`config.mk`:
```
export PLATFORM = sky130hd
export DESIGN_NAME = fifo_reader
export DESIGN_NICKNAME = d
export VERILOG_FILES = /design/src/rtl/fifo_reader.sv
export SDC_FILE = /design/constraint.sdc
export NUM_CORES = 1
export LEC_CHECK = 0
export ABC_AREA = 1
export ABC_CLOCK_PERIOD_IN_PS = 3060
export BUFFER_PORTS_ARGS = -buffer_cell sky130_fd_sc_hd__buf_4
export CORE_ASPECT_RATIO = 0.5
export CORE_UTILIZATION = 45
export CTS_BUF_LIST = sky130_fd_sc_hd__clkbuf_2 sky130_fd_sc_hd__clkbuf_4 sky130_fd_sc_hd__clkbuf_8
export CTS_CLUSTER_DIAMETER = 120
export CTS_CLUSTER_SIZE = 28
export DETAILED_ROUTE_END_ITERATION = 8
export PLACE_DENSITY = 0.67
export SLEW_MARGIN = 20
export SYNTH_ARGS = -nofsm -noshare
export SYNTH_HDL_FRONTEND = slang
export SYNTH_SLANG_ARGS = --single-unit
```
`constraint.sdc`:
```
create_clock -name clk -period 3.06 [get_ports clk]
set_input_delay 0.306 -clock clk [delete_from_list [all_inputs] [get_ports clk]]
set_output_delay 0.306 -clock clk [all_outputs]
set_load 0.005 [all_outputs]
```
`src/rtl/fifo_reader.sv`:
```
// rtl/fifo_reader.sv - read-side engine popping a programmed byte count from the SRAM FIFO onto a valid/ready stream
module fifo_reader #(
    parameter int WIDTH      = 8,
    parameter int ADDR_WIDTH = 10
) (
    input  logic                  clk,
    input  logic                  rst_n,
    input  logic                  cmd_start,
    input  logic [ADDR_WIDTH:0]   cmd_len,
    output logic                  busy,
    output logic                  done,
    output logic                  fifo_we_n,
    output logic                  fifo_oe_n,
    input  logic [WIDTH-1:0]      fifo_dout,
    input  logic                  fifo_empty,
    output logic [WIDTH-1:0]      m_data,
    output logic                  m_valid,
    input  logic                  m_ready
);

    typedef enum logic [1:0] {
        S_IDLE  = 2'd0,
        S_READ  = 2'd1,
        S_FLUSH = 2'd2
    } state_t;

    state_t              state;
    state_t              state_nxt;
    logic [ADDR_WIDTH:0] remaining;
    logic                inflight;
    logic [1:0]          buf_cnt;
    logic [WIDTH-1:0]    buf0;
    logic [WIDTH-1:0]    buf1;
    logic                pop;
    logic                accept;
    logic                flush_ok;
    logic [2:0]          credit;

    localparam logic [ADDR_WIDTH:0] ONE = {{ADDR_WIDTH{1'b0}}, 1'b1};

    // Pop gating: a pop is allowed only if the byte it fetches is guaranteed a buffer slot,
    // counting bytes buffered, the one in flight, and the one leaving this cycle.
    always_comb begin
        accept   = m_valid && m_ready;
        credit   = {1'b0, buf_cnt} + {2'b00, inflight} - {2'b00, accept};
        pop      = (state == S_READ) && (remaining != '0) && !fifo_empty && (credit < 3'd2);
        flush_ok = !inflight && (buf_cnt == 2'd0);
    end

    assign fifo_oe_n = !pop;
    assign fifo_we_n = 1'b1;
    assign busy      = (state != S_IDLE);
    assign m_valid   = (buf_cnt != 2'd0);
    assign m_data    = buf0;

    // State register plus the registered completion pulse.
    always_ff @(posedge clk or negedge rst_n) begin
        if (!rst_n) begin
            state <= S_IDLE;
            done  <= 1'b0;
        end else begin
            state <= state_nxt;
            done  <= (state == S_FLUSH) && flush_ok;
        end
    end

    // Next-state logic: zero-length commands skip straight to the drain state.
    always_comb begin
        state_nxt = state;
        case (state)
            S_IDLE: begin
                if (cmd_start) begin
                    state_nxt = (cmd_len == '0) ? S_FLUSH : S_READ;
                end
            end
            S_READ: begin
                if (remaining == '0) begin
                    state_nxt = S_FLUSH;
                end
            end
            S_FLUSH: begin
                if (flush_ok) begin
                    state_nxt = S_IDLE;
                end
            end
            default: state_nxt = S_IDLE;
        endcase
    end

    // Byte countdown and the one-cycle SRAM read latency marker.
    always_ff @(posedge clk or negedge rst_n) begin
        if (!rst_n) begin
            remaining <= '0;
            inflight  <= 1'b0;
        end else begin
            inflight <= pop;
            if (state == S_IDLE) begin
                if (cmd_start) begin
                    remaining <= cmd_len;
                end
            end else if (pop) begin
                remaining <= remaining - ONE;
            end
        end
    end

    // Two-entry output buffer: buf0 is the head, captured data lands behind any held entry.
    always_ff @(posedge clk or negedge rst_n) begin
        if (!rst_n) begin
            buf_cnt <= 2'd0;
            buf0    <= '0;
            buf1    <= '0;
        end else begin
            case ({inflight, accept})
                2'b10: begin
                    if (buf_cnt == 2'd0) begin
                        buf0 <= fifo_dout;
                    end else begin
                        buf1 <= fifo_dout;
                    end
                    buf_cnt <= buf_cnt + 2'd1;
                end
                2'b01: begin
                    buf0    <= buf1;
                    buf_cnt <= buf_cnt - 2'd1;
                end
                2'b11: begin
                    if (buf_cnt == 2'd1) begin
                        buf0 <= fifo_dout;
                    end else begin
                        buf0 <= buf1;
                        buf1 <= fifo_dout;
                    end
                end
                default: begin
                    buf_cnt <= buf_cnt;
                end
            endcase
        end
    end

endmodule

```
# ---- Yosys cells after proc, flatten, opt, wreduce, memory -nomap -nowiden
# Index checks and enable logic that the tools add are counted.
dict set report op_classes {
  addsub 5
  n_lt_le_gt_ge 1
  n_eq_ne 12
  muxes 15
  reduce_logical 24
}
# operator count
set op_table {}
lappend op_table {{2-to-1 mux 11 bit} 3}
lappend op_table {{2-to-1 mux 8 bit} 4}
lappend op_table {{case mux 8 bit (3 select lines)} 1}
lappend op_table {{zero test 11 bit} 2}
lappend op_table {{case mux 8 bit (2 select lines)} 1}
lappend op_table {{nonzero test 11 bit} 1}
lappend op_table {{subtractor 11 x 1 -> 11 bit, second input constant} 1}
lappend op_table {{!= test 2 bit, second input constant} 5}
lappend op_table {{nonzero test 2 bit} 5}
lappend op_table {{2-to-1 mux 2 bit} 4}
lappend op_table {{== test 2 x 1 -> 1 bit, second input constant} 3}
lappend op_table {{== test 2 bit, second input constant} 3}
lappend op_table {{logical AND 1 bit} 6}
lappend op_table {{case mux 2 bit (3 select lines)} 1}
lappend op_table {{AND reduction 3 bit} 2}
lappend op_table {{zero test 2 bit} 2}
lappend op_table {{case mux 2 bit (2 select lines)} 1}
lappend op_table {{AND reduction 2 bit} 2}
lappend op_table {{adder 2 x 1 -> 3 bit} 1}
lappend op_table {{zero test 1 bit} 3}
lappend op_table {{less-than comparator 3 x 2 -> 1 bit, second input constant} 1}
lappend op_table {{nonzero test 3 bit} 1}
lappend op_table {{subtractor 3 x 1 -> 3 bit} 1}
lappend op_table {{adder 2 x 1 -> 2 bit, second input constant} 1}
lappend op_table {{2 further kinds} 2}
dict set report totals {
  ff_bits 33
  inputBits 24
  output_inout_bits 13
  elab_cells 64
}

# ---- Logic depth before layout (Yosys ltp)
# Gate-level depths: netlist of run 1.
dict set report depth {
  depth_word 7
  ltp_mapped 15
}

# ---- Worst setup path before layout of run 1
# Ideal clock, no wire load.
dict set report synth_path {
  path_type {register -> register}
  startpoint {reg buf_cnt[0]}
  endpoint {reg remaining[0]}
  setup_time_ps 120
  t_arrival_ps 2260
  required_time_ps 2940
  slack_ps 680
  stages_incl_launch_ff 14
  path_buffers 1
  period_less_slack_ps 2380
  path_cell_list {dfrtp_1 inv_1 ha_1 nor2_1 inv_1 nor2_1 o21ai_0 fa_1 nand3b_1 nor2_2 nand3_4 nand2_4 buf_6 o21ai_2}
}
dict set report synth_between {
  elab_chain_len 7
}
# item line
set synth_rtl {}
lappend synth_rtl {{start, declared} 31} ;# logic [1:0] buf_cnt;
lappend synth_rtl {{start signal, assigned} 121} ;# buf_cnt <= buf_cnt + 2'd1;
lappend synth_rtl {{start signal, assigned} 125} ;# buf_cnt <= buf_cnt - 2'd1;
lappend synth_rtl {{start signal, assigned} 136} ;# buf_cnt <= buf_cnt;
lappend synth_rtl {{branches (longest 2 deep; another with adder 2 x 1 -> 3 bit)} --}
lappend synth_rtl {{subtractor 3 x 1 -> 3 bit *} 45} ;# credit = {1'b0, buf_cnt} + {2'b00, inflight} - {2'b00, accept};
lappend synth_rtl {{less-than comparator 3 x 2 -> 1 bit *} 46} ;# pop = (state == S_READ) && (remaining != '0) && !fifo_empty && (credit < 3'd2);
lappend synth_rtl {{logical AND 1 bit *} 46}
lappend synth_rtl {{nonzero test 2 bit (no line) *} --}
lappend synth_rtl {{AND reduction 2 bit (no line) *} --}
lappend synth_rtl {{end signal, assigned} 99} ;# remaining <= cmd_len;
lappend synth_rtl {{end signal, assigned} 102} ;# remaining <= remaining - ONE;
lappend synth_rtl {{end, declared} 29} ;# logic [ADDR_WIDTH:0] remaining;
# Mark *: on every way between the ends.
# A chain may end at the register's enable or synchronous reset.

# ---- Worst setup path in the final report of run 1
dict set report layout_path {
  startpoint {reg buf_cnt[0]}
  endpoint {out fifo_oe_n}
}
dict set report layout_between {
  elab_chain_len 6
}
# item line
set layout_rtl {}
lappend layout_rtl {{branches (longest 2 deep; another with adder 2 x 1 -> 3 bit)} --}
lappend layout_rtl {{subtractor 3 x 1 -> 3 bit *} 45}
lappend layout_rtl {{less-than comparator 3 x 2 -> 1 bit *} 46}
lappend layout_rtl {{logical AND 1 bit *} 46}
lappend layout_rtl {{zero test 1 bit *} 50} ;# assign fifo_oe_n = !pop;
lappend layout_rtl {{end, declared} 13} ;# output logic fifo_oe_n,
# Marked as above.

==> results of run 1 <==
layout by cell type, fill, tap and decap left out, drive strengths merged, types with 2 or more instances in the layout:
cell type / netlist / final
clkbuf: 0 / 5
o21ai: 16 / 16
inv: 27 / 27
a21oi: 4 / 4
a31oi: 8 / 8
buf: 6 / 39
nand2: 75 / 75
nand3: 30 / 30
mux2: 9 / 9
nor2: 34 / 34
dfrtp: 33 / 33
bufinv: 0 / 2
ha: 4 / 4
worst register-to-register path: stages (launching register included):
cell                       delay (ps)
sky130_fd_sc_hd__dfrtp_1          400
sky130_fd_sc_hd__inv_1             80
sky130_fd_sc_hd__ha_1             220
sky130_fd_sc_hd__nor2_1           160
sky130_fd_sc_hd__inv_1            110
sky130_fd_sc_hd__nor2_2           140
sky130_fd_sc_hd__o21ai_0          110
sky130_fd_sc_hd__fa_1             500
sky130_fd_sc_hd__nand3b_1         100
sky130_fd_sc_hd__nor2_2           130
sky130_fd_sc_hd__nand3_4           90
sky130_fd_sc_hd__buf_4            180
sky130_fd_sc_hd__nand2_4          170
sky130_fd_sc_hd__nand2_1           90
sky130_fd_sc_hd__o21ai_2           60
how the worst min path moves through the flow:
stage	start	endpoint	slack (ps)
after floorplan	rst_n	buf1[0]$_DFFE_PN0P_	10
after global placement	rst_n	remaining[1]$_DFFE_PN0P_	280
after detailed placement	rst_n	remaining[1]$_DFFE_PN0P_	280
after CTS	fifo_dout[1]	buf1[1]$_DFFE_PN0P_	250
after global routing	fifo_dout[4]	buf1[4]$_DFFE_PN0P_	250
final	fifo_dout[1]	buf1[1]$_DFFE_PN0P_	260
cells by family after synthesis:
group,count (synthesis),synth area share
simple gates,142,0.318
flops,33,0.425
buf+inv,33,0.0734
compound gates,29,0.0889
mux,9,0.0522
fa+ha+maj,5,0.0361
other cells,1,0.00193
xor+xnor,1,0.00451
power groups by stage:
stage          Combinational, W  Sequential [W]  Clock (W)
2_1_floorplan          0.000897        0.000771          0
3_3_place_gp            0.00117        0.000784          0
3_5_place_dp            0.00120        0.000793          0
4_1_cts                 0.00121        0.000786   0.000504
5_1_grt                 0.00141        0.000810   0.000524
6_report                0.00122        0.000785   0.000496
flip-flops by register name, summed over array words and instances, names as in the netlist:
signal,cells
buf1,8
state,2
m_data,8
remaining,11
buf_cnt,2
done,1
inflight,1
through the flow:
step | cell area, um2 | util | hold slack, ps | setup slack [ps]
floorplan | 1940 | - | 10.4 | 680
global placement | 2240 | 0.557 | 276 | 538
detailed placement | 2240 | 0.557 | 279 | 452
CTS | 2380 | 0.592 | 255 | 137
global route | 2410 | 0.599 | 246 | 101
finish | 2410 | 0.599 | 257 | 289
cell type report:
cell class	instances	area, um2	share of cell area
multi-input combinational	187	977	0.406
inverter	27	101	0.0421
timing repair buffer	40	303	0.126
clock buffer	5	68.8	0.0286
tap	54	67.6	0.0281
sequential	33	826	0.343
clock inverter	3	65.1	0.0270
routing by layer:
layer  up-vias  wire length, um  share of wire
li1        894                -              -
met2        38             1880           0.46
met1       750             1960           0.48
met4         0               45          0.011
met3         6              204          0.050
met5         -                0              0
timing repair:
action                                  in CTS  in global routing
hold buffers                                 1                  0
setup buffers                                0                  3
resized for setup                            0                  1
endpoints found under the setup margin       0                  1
endpoints found under the hold margin       33                  0
==> metrics.txt, run 1 <==
number of antenna-violating nets in the routed design=0; Final period util=0.906; post-layout power=about 0.0025 W; critical path cell sequence=inv_1 > ha_1 > nor2_1 > inv_1 > nor2_2 > o21ai_0 > fa_1 > nand3b_1 > nor2_2 > nand3_4 > buf_4; sequential cell fraction of total power=0.313; Core Box Area=slightly above 0.004 mm2; worst setup path endpoint=fifo_oe_n; Clock Sinks=33; number of setup violations in the final report=0; area of the mapped netlist=0.00194 mm2; net switching fraction of the power=0.408; type of element capturing the critical path=primary output; total of flip-flops plus latches after synthesis=33; post-synthesis to final-layout area growth=24.0%; Achievable Freq=361 MHz; launching element type of the critical path=flop; Yosys cell types=26; max-cap violation count=0; std cell rows=16; library cell with the largest summed area after synthesis=sky130_fd_sc_hd__dfrtp_1; relative slew slack=0.624; Buffers on Ports=35; outcome=completed; remaining global-route overflow=0; Synth top cells by count=71 x sky130_fd_sc_hd__nand2_1, 33 x sky130_fd_sc_hd__dfrtp_1, 29 x sky130_fd_sc_hd__nand3_1, 29 x sky130_fd_sc_hd__nor2_1, 26 x sky130_fd_sc_hd__inv_1; Cells after Synth=about 250; Starting DRT DRC Count=33; final non-filler cell total=about 350; ratio of total power to cell area=~1000 mW/mm2; Max IR drop VDD=0.451 mV; die height=about 48 um; TritonCTS clock tree=done; setup repair after global routing missed its margin=false; final WL=4090 um; CP Class=flop to primary output; relative contribution of combinational cells to total power=0.489; Switch Pwr=0.00102 W; synth top area cells=sky130_fd_sc_hd__dfrtp_1 42%, sky130_fd_sc_hd__nand2_1 14%, sky130_fd_sc_hd__nand3_1 7.5%; number of antenna violations at the first check in global routing=0; share of flip-flops with an asynchronous set or reset=1.00; leading cell type by number of instances after synthesis=sky130_fd_sc_hd__nand2_1; Routability Congestion=roughly 0.84; post-synth net total=~280; CTS H-tree lvls=2; latest clock arrival within the worst-skew pair=a little under 300 ps; I/O pin cnt=37; kind of cell adding the most delay to the critical path=adder cells; Worst Clk Skew=between 6 and 7 ps; predominant post-synthesis flop cell=sky130_fd_sc_hd__dfrtp_1; Ys Warns=0; clock share of power=0.198; CTS clock-pin slew for the worst setup and hold paths=80 ps; mean cell area of the mapped netlist=approximately 7.7 um2; Ant. Diodes=0; endpoint arrival time on the critical path=between 2000 and 2500 ps; Final Critical Period=about 2800 ps; total die area=between 0.004 and 0.005 mm2; clock buffer count from CTS=5; critical path data required time=roughly 2800 ps; most congested layer reported by global routing=met2; Hold Path Stages=2; half-perimeter wire length after detailed placement=2930 um; vias in the first global route=between 1,500 and 2,000; Cell Int Power=roughly 0.0015 W; Seq/Total Area, Yosys=0.425; cell with the biggest individual delay on the critical path=sky130_fd_sc_hd__fa_1; Die Span X=between 90 and 100 um; WL/cell=11.7 um; share of cells above drive strength 1=0.247; Initial Utilization=0.483; total buffers and inverters traversed by the critical path=3; setup slack, reg-to-reg=about 460 ps; met3 layer usage reported by global route=0.0535; Layout Nets=~320; Static Leakage=~1.2 nW; launch point of the critical path=buf_cnt[0]$_DFFE_PN0P_; pin count of the biggest net entering global routing=34; number of hold violations in the final report=0; layout filler cell count=between 300 and 400; detailed-route via count=approximately 1,700; number of cells traversed by the worst register-to-register path=14; Worst R2R Start=buf_cnt[0]$_DFFE_PN0P_; global-route usage over all layers=0.198; end of the worst register-to-register path=remaining[0]$_DFFE_PN0P_; clock root buffer master=sky130_fd_sc_hd__clkbuf_8; residual DRC count=0; via count normalized by instance count=about 4.8; met1 Usage GRT=0.241; final-report max-slew violation count=0; worst-case clock buffer depth=2; met2 Track Usage GR=0.341; Worst-Margin Slew=between 500 and 600 ps; first-pass iteration count of the detailed router=4; path class of the lowest-slack min-delay path=input pin to flop; number of flops mapped to enable cells by yosys=0; Placed Instances=approximately 340; Synth top area share=0.425; summed negative setup slack over all endpoints=0 ps; peak fanout along the critical path=4; delay of the slowest critical-path stage=500 ps; wire length of the first global-routing pass=6940 um; total stage count of the critical path=11
Note: power is estimated with default switching activity, not from simulation.
==> run 2, diff against run 1 <==
- PLACE_DENSITY: 0.67 -> default
- PLACE_DENSITY_LB_ADDON: default -> 0.05
==> metrics.txt, run 2 (same netlist as run 1, synthesis figures left out) <==
worst-case clock buffer depth=2 (unchanged); wire length of the first global-routing pass=7340 um (+5.8%); residual DRC count=0 (unchanged); std cell rows=16 (unchanged); max reg flops=11 (unchanged); Worst R2R Start=buf_cnt[0]$_DFFE_PN0P_; Buffers on Ports=35 (unchanged); launching element type of the critical path=flop; met3 layer usage reported by global route=0.0613 (+0.00786); CP Class=flop to primary output; Initial Utilization=0.483 (unchanged); Starting DRT DRC Count=32 (-3.0%); die height=48.5 um (unchanged); ratio of total power to cell area=993 mW/mm2 (-4.5%); Die Span X=94.9 um (unchanged); vias in the first global route=1,660 (+3.4%); Final Critical Period=2760 ps (-9.07 ps); CTS H-tree lvls=2 (unchanged); Top reg by flops=remaining; worst setup path endpoint=fifo_oe_n; peak fanout along the critical path=6 (+2); Achievable Freq=362 MHz (+0.33%); number of setup violations in the final report=0 (unchanged); Max IR drop VDD=0.383 mV (-15%); relative slew slack=0.607 (-0.0178); endpoint arrival time on the critical path=2460 ps (about the same); total die area=0.00460 mm2 (unchanged); critical path data required time=2750 ps (about the same); type of element capturing the critical path=primary output; Static Leakage=1.22 nW (-1.6%); WL/cell=12.1 um (+3.1%); half-perimeter wire length after detailed placement=3000 um (+2.5%); max-cap violation count=0 (unchanged); CTS clock-pin slew for the worst setup and hold paths=70 ps (about the same); via count normalized by instance count=4.94 (+2.2%); number of antenna violations at the first check in global routing=0 (unchanged); outcome=completed; TritonCTS clock tree=done; Clock Sinks=33 (unchanged); leading cell type in the layout, fill and taps excluded=sky130_fd_sc_hd__nand2_1; Placed Instances=338 (+0.30%); met2 Track Usage GR=0.331 (-0.00959); number of cells traversed by the worst register-to-register path=13 (-1); setup slack, reg-to-reg=480 ps (+20 ps); number of antenna-violating nets in the routed design=0 (unchanged); end of the worst register-to-register path=remaining[6]$_DFFE_PN0P_; most frequent cells in the layout=71 x sky130_fd_sc_hd__nand2_1, 40 x sky130_fd_sc_hd__buf_4, 33 x sky130_fd_sc_hd__dfrtp_1, 29 x sky130_fd_sc_hd__nand3_1, 28 x sky130_fd_sc_hd__nor2_1; final-report max-slew violation count=0 (unchanged); met1 Usage GRT=0.275 (+0.0332); path class of the lowest-slack min-delay path=input pin to flop; pin count of the biggest net entering global routing=34 (unchanged); clock root buffer master=sky130_fd_sc_hd__clkbuf_8; global-route usage over all layers=0.207 (+0.00951); summed negative setup slack over all endpoints=0 ps (unchanged); Final period util=0.903 (-0.00296); remaining global-route overflow=0 (unchanged); number of hold violations in the final report=0 (unchanged); Worst-Margin Slew=590 ps (+26.6 ps); Worst Clk Skew=5.09 ps (-1.60 ps); Core Box Area=0.00402 mm2 (unchanged); first-pass iteration count of the detailed router=4 (unchanged); post-synthesis to final-layout area growth=21.9%; clock buffer count from CTS=5 (unchanged); Layout Nets=324 (+0.31%); most congested layer reported by global routing=met2; final non-filler cell total=350 (+0.29%); final WL=4220 um (+3.4%); Routability Congestion=0.809 (-4.1%); share of cells above drive strength 1=0.250 (+0.00254); latest clock arrival within the worst-skew pair=290 ps (about the same); I/O pin cnt=37 (unchanged); launch point of the critical path=buf_cnt[0]$_DFFE_PN0P_; setup repair after global routing missed its margin=false; Ant. Diodes=0 (unchanged); detailed-route via count=1,730 (+2.5%)
run 2: worst min path at each step:
stage	startpoint	endpoint	slack, ps	depth (start not counted)
global route	fifo_dout[7]	buf1[7]$_DFFE_PN0P_	250	2
floorplan	rst_n	buf1[0]$_DFFE_PN0P_	10	0
global placement	rst_n	m_data[7]$_DFFE_PN0P_	280	1
CTS	fifo_dout[2]	buf1[2]$_DFFE_PN0P_	260	2
finish	fifo_dout[5]	buf1[5]$_DFFE_PN0P_	260	2
detailed placement	rst_n	m_data[0]$_DFFE_PN0P_	290	1
run 2: per-stage QoR:
step	hold slack (ps)	setup slack [ps]	utilization	cell area [um2]	power, W
floorplan	10.4	680	-	1940	0.00167
global placement	284	541	0.558	2250	0.00198
global route	249	28.3	0.589	2370	0.00260
detailed placement	290	461	0.558	2250	0.00201
CTS	258	133	0.582	2340	0.00235
finish	262	298	0.589	2370	0.00235
run 2: critical path, stage by stage (launching register included):
cell and delay (ps):
sky130_fd_sc_hd__dfrtp_1 400, sky130_fd_sc_hd__inv_1 80, sky130_fd_sc_hd__ha_1 230, sky130_fd_sc_hd__nor2_1 140, sky130_fd_sc_hd__inv_1 100, sky130_fd_sc_hd__nor2_2 130, sky130_fd_sc_hd__o21ai_0 110, sky130_fd_sc_hd__fa_1 500
sky130_fd_sc_hd__nand3b_1 90, sky130_fd_sc_hd__nor2_2 130, sky130_fd_sc_hd__nand3_4 110, sky130_fd_sc_hd__buf_4 150
run 2: layer usage:
layer | wire [um] | vias to the layer above
met1 | 2160 | 785
met4 | 37 | 0
met2 | 1820 | 44
li1 | - | 894
met3 | 210 | 7
met5 | 0 | -
run 2: power by group:
| part | internal [W] | switching (W) |
|---|---|---|
| registers | 0.000644 | 0.000143 |
| clock network | 0.000157 | 0.000176 |
| logic | 0.000525 | 0.000708 |
run 2: layout make-up:
cell class | count | area, um2
Clock inverter | 3 | 17.5
Timing Repair Buffer | 41 | 310
Multi-Input combinational cell | 187 | 977
Clock buffer | 5 | 68.8
Inverter | 27 | 101
Tap cell | 54 | 67.6
Fill cell | 376 | 1660
Sequential cell | 33 | 826
run 2: timing repair:
item	4_1_cts	5_1_grt
endpoints found under the setup margin	0	1
hold buffers	1	0
endpoints found under the hold margin	33	0
buffers inserted	0	3
resized for setup	0	1
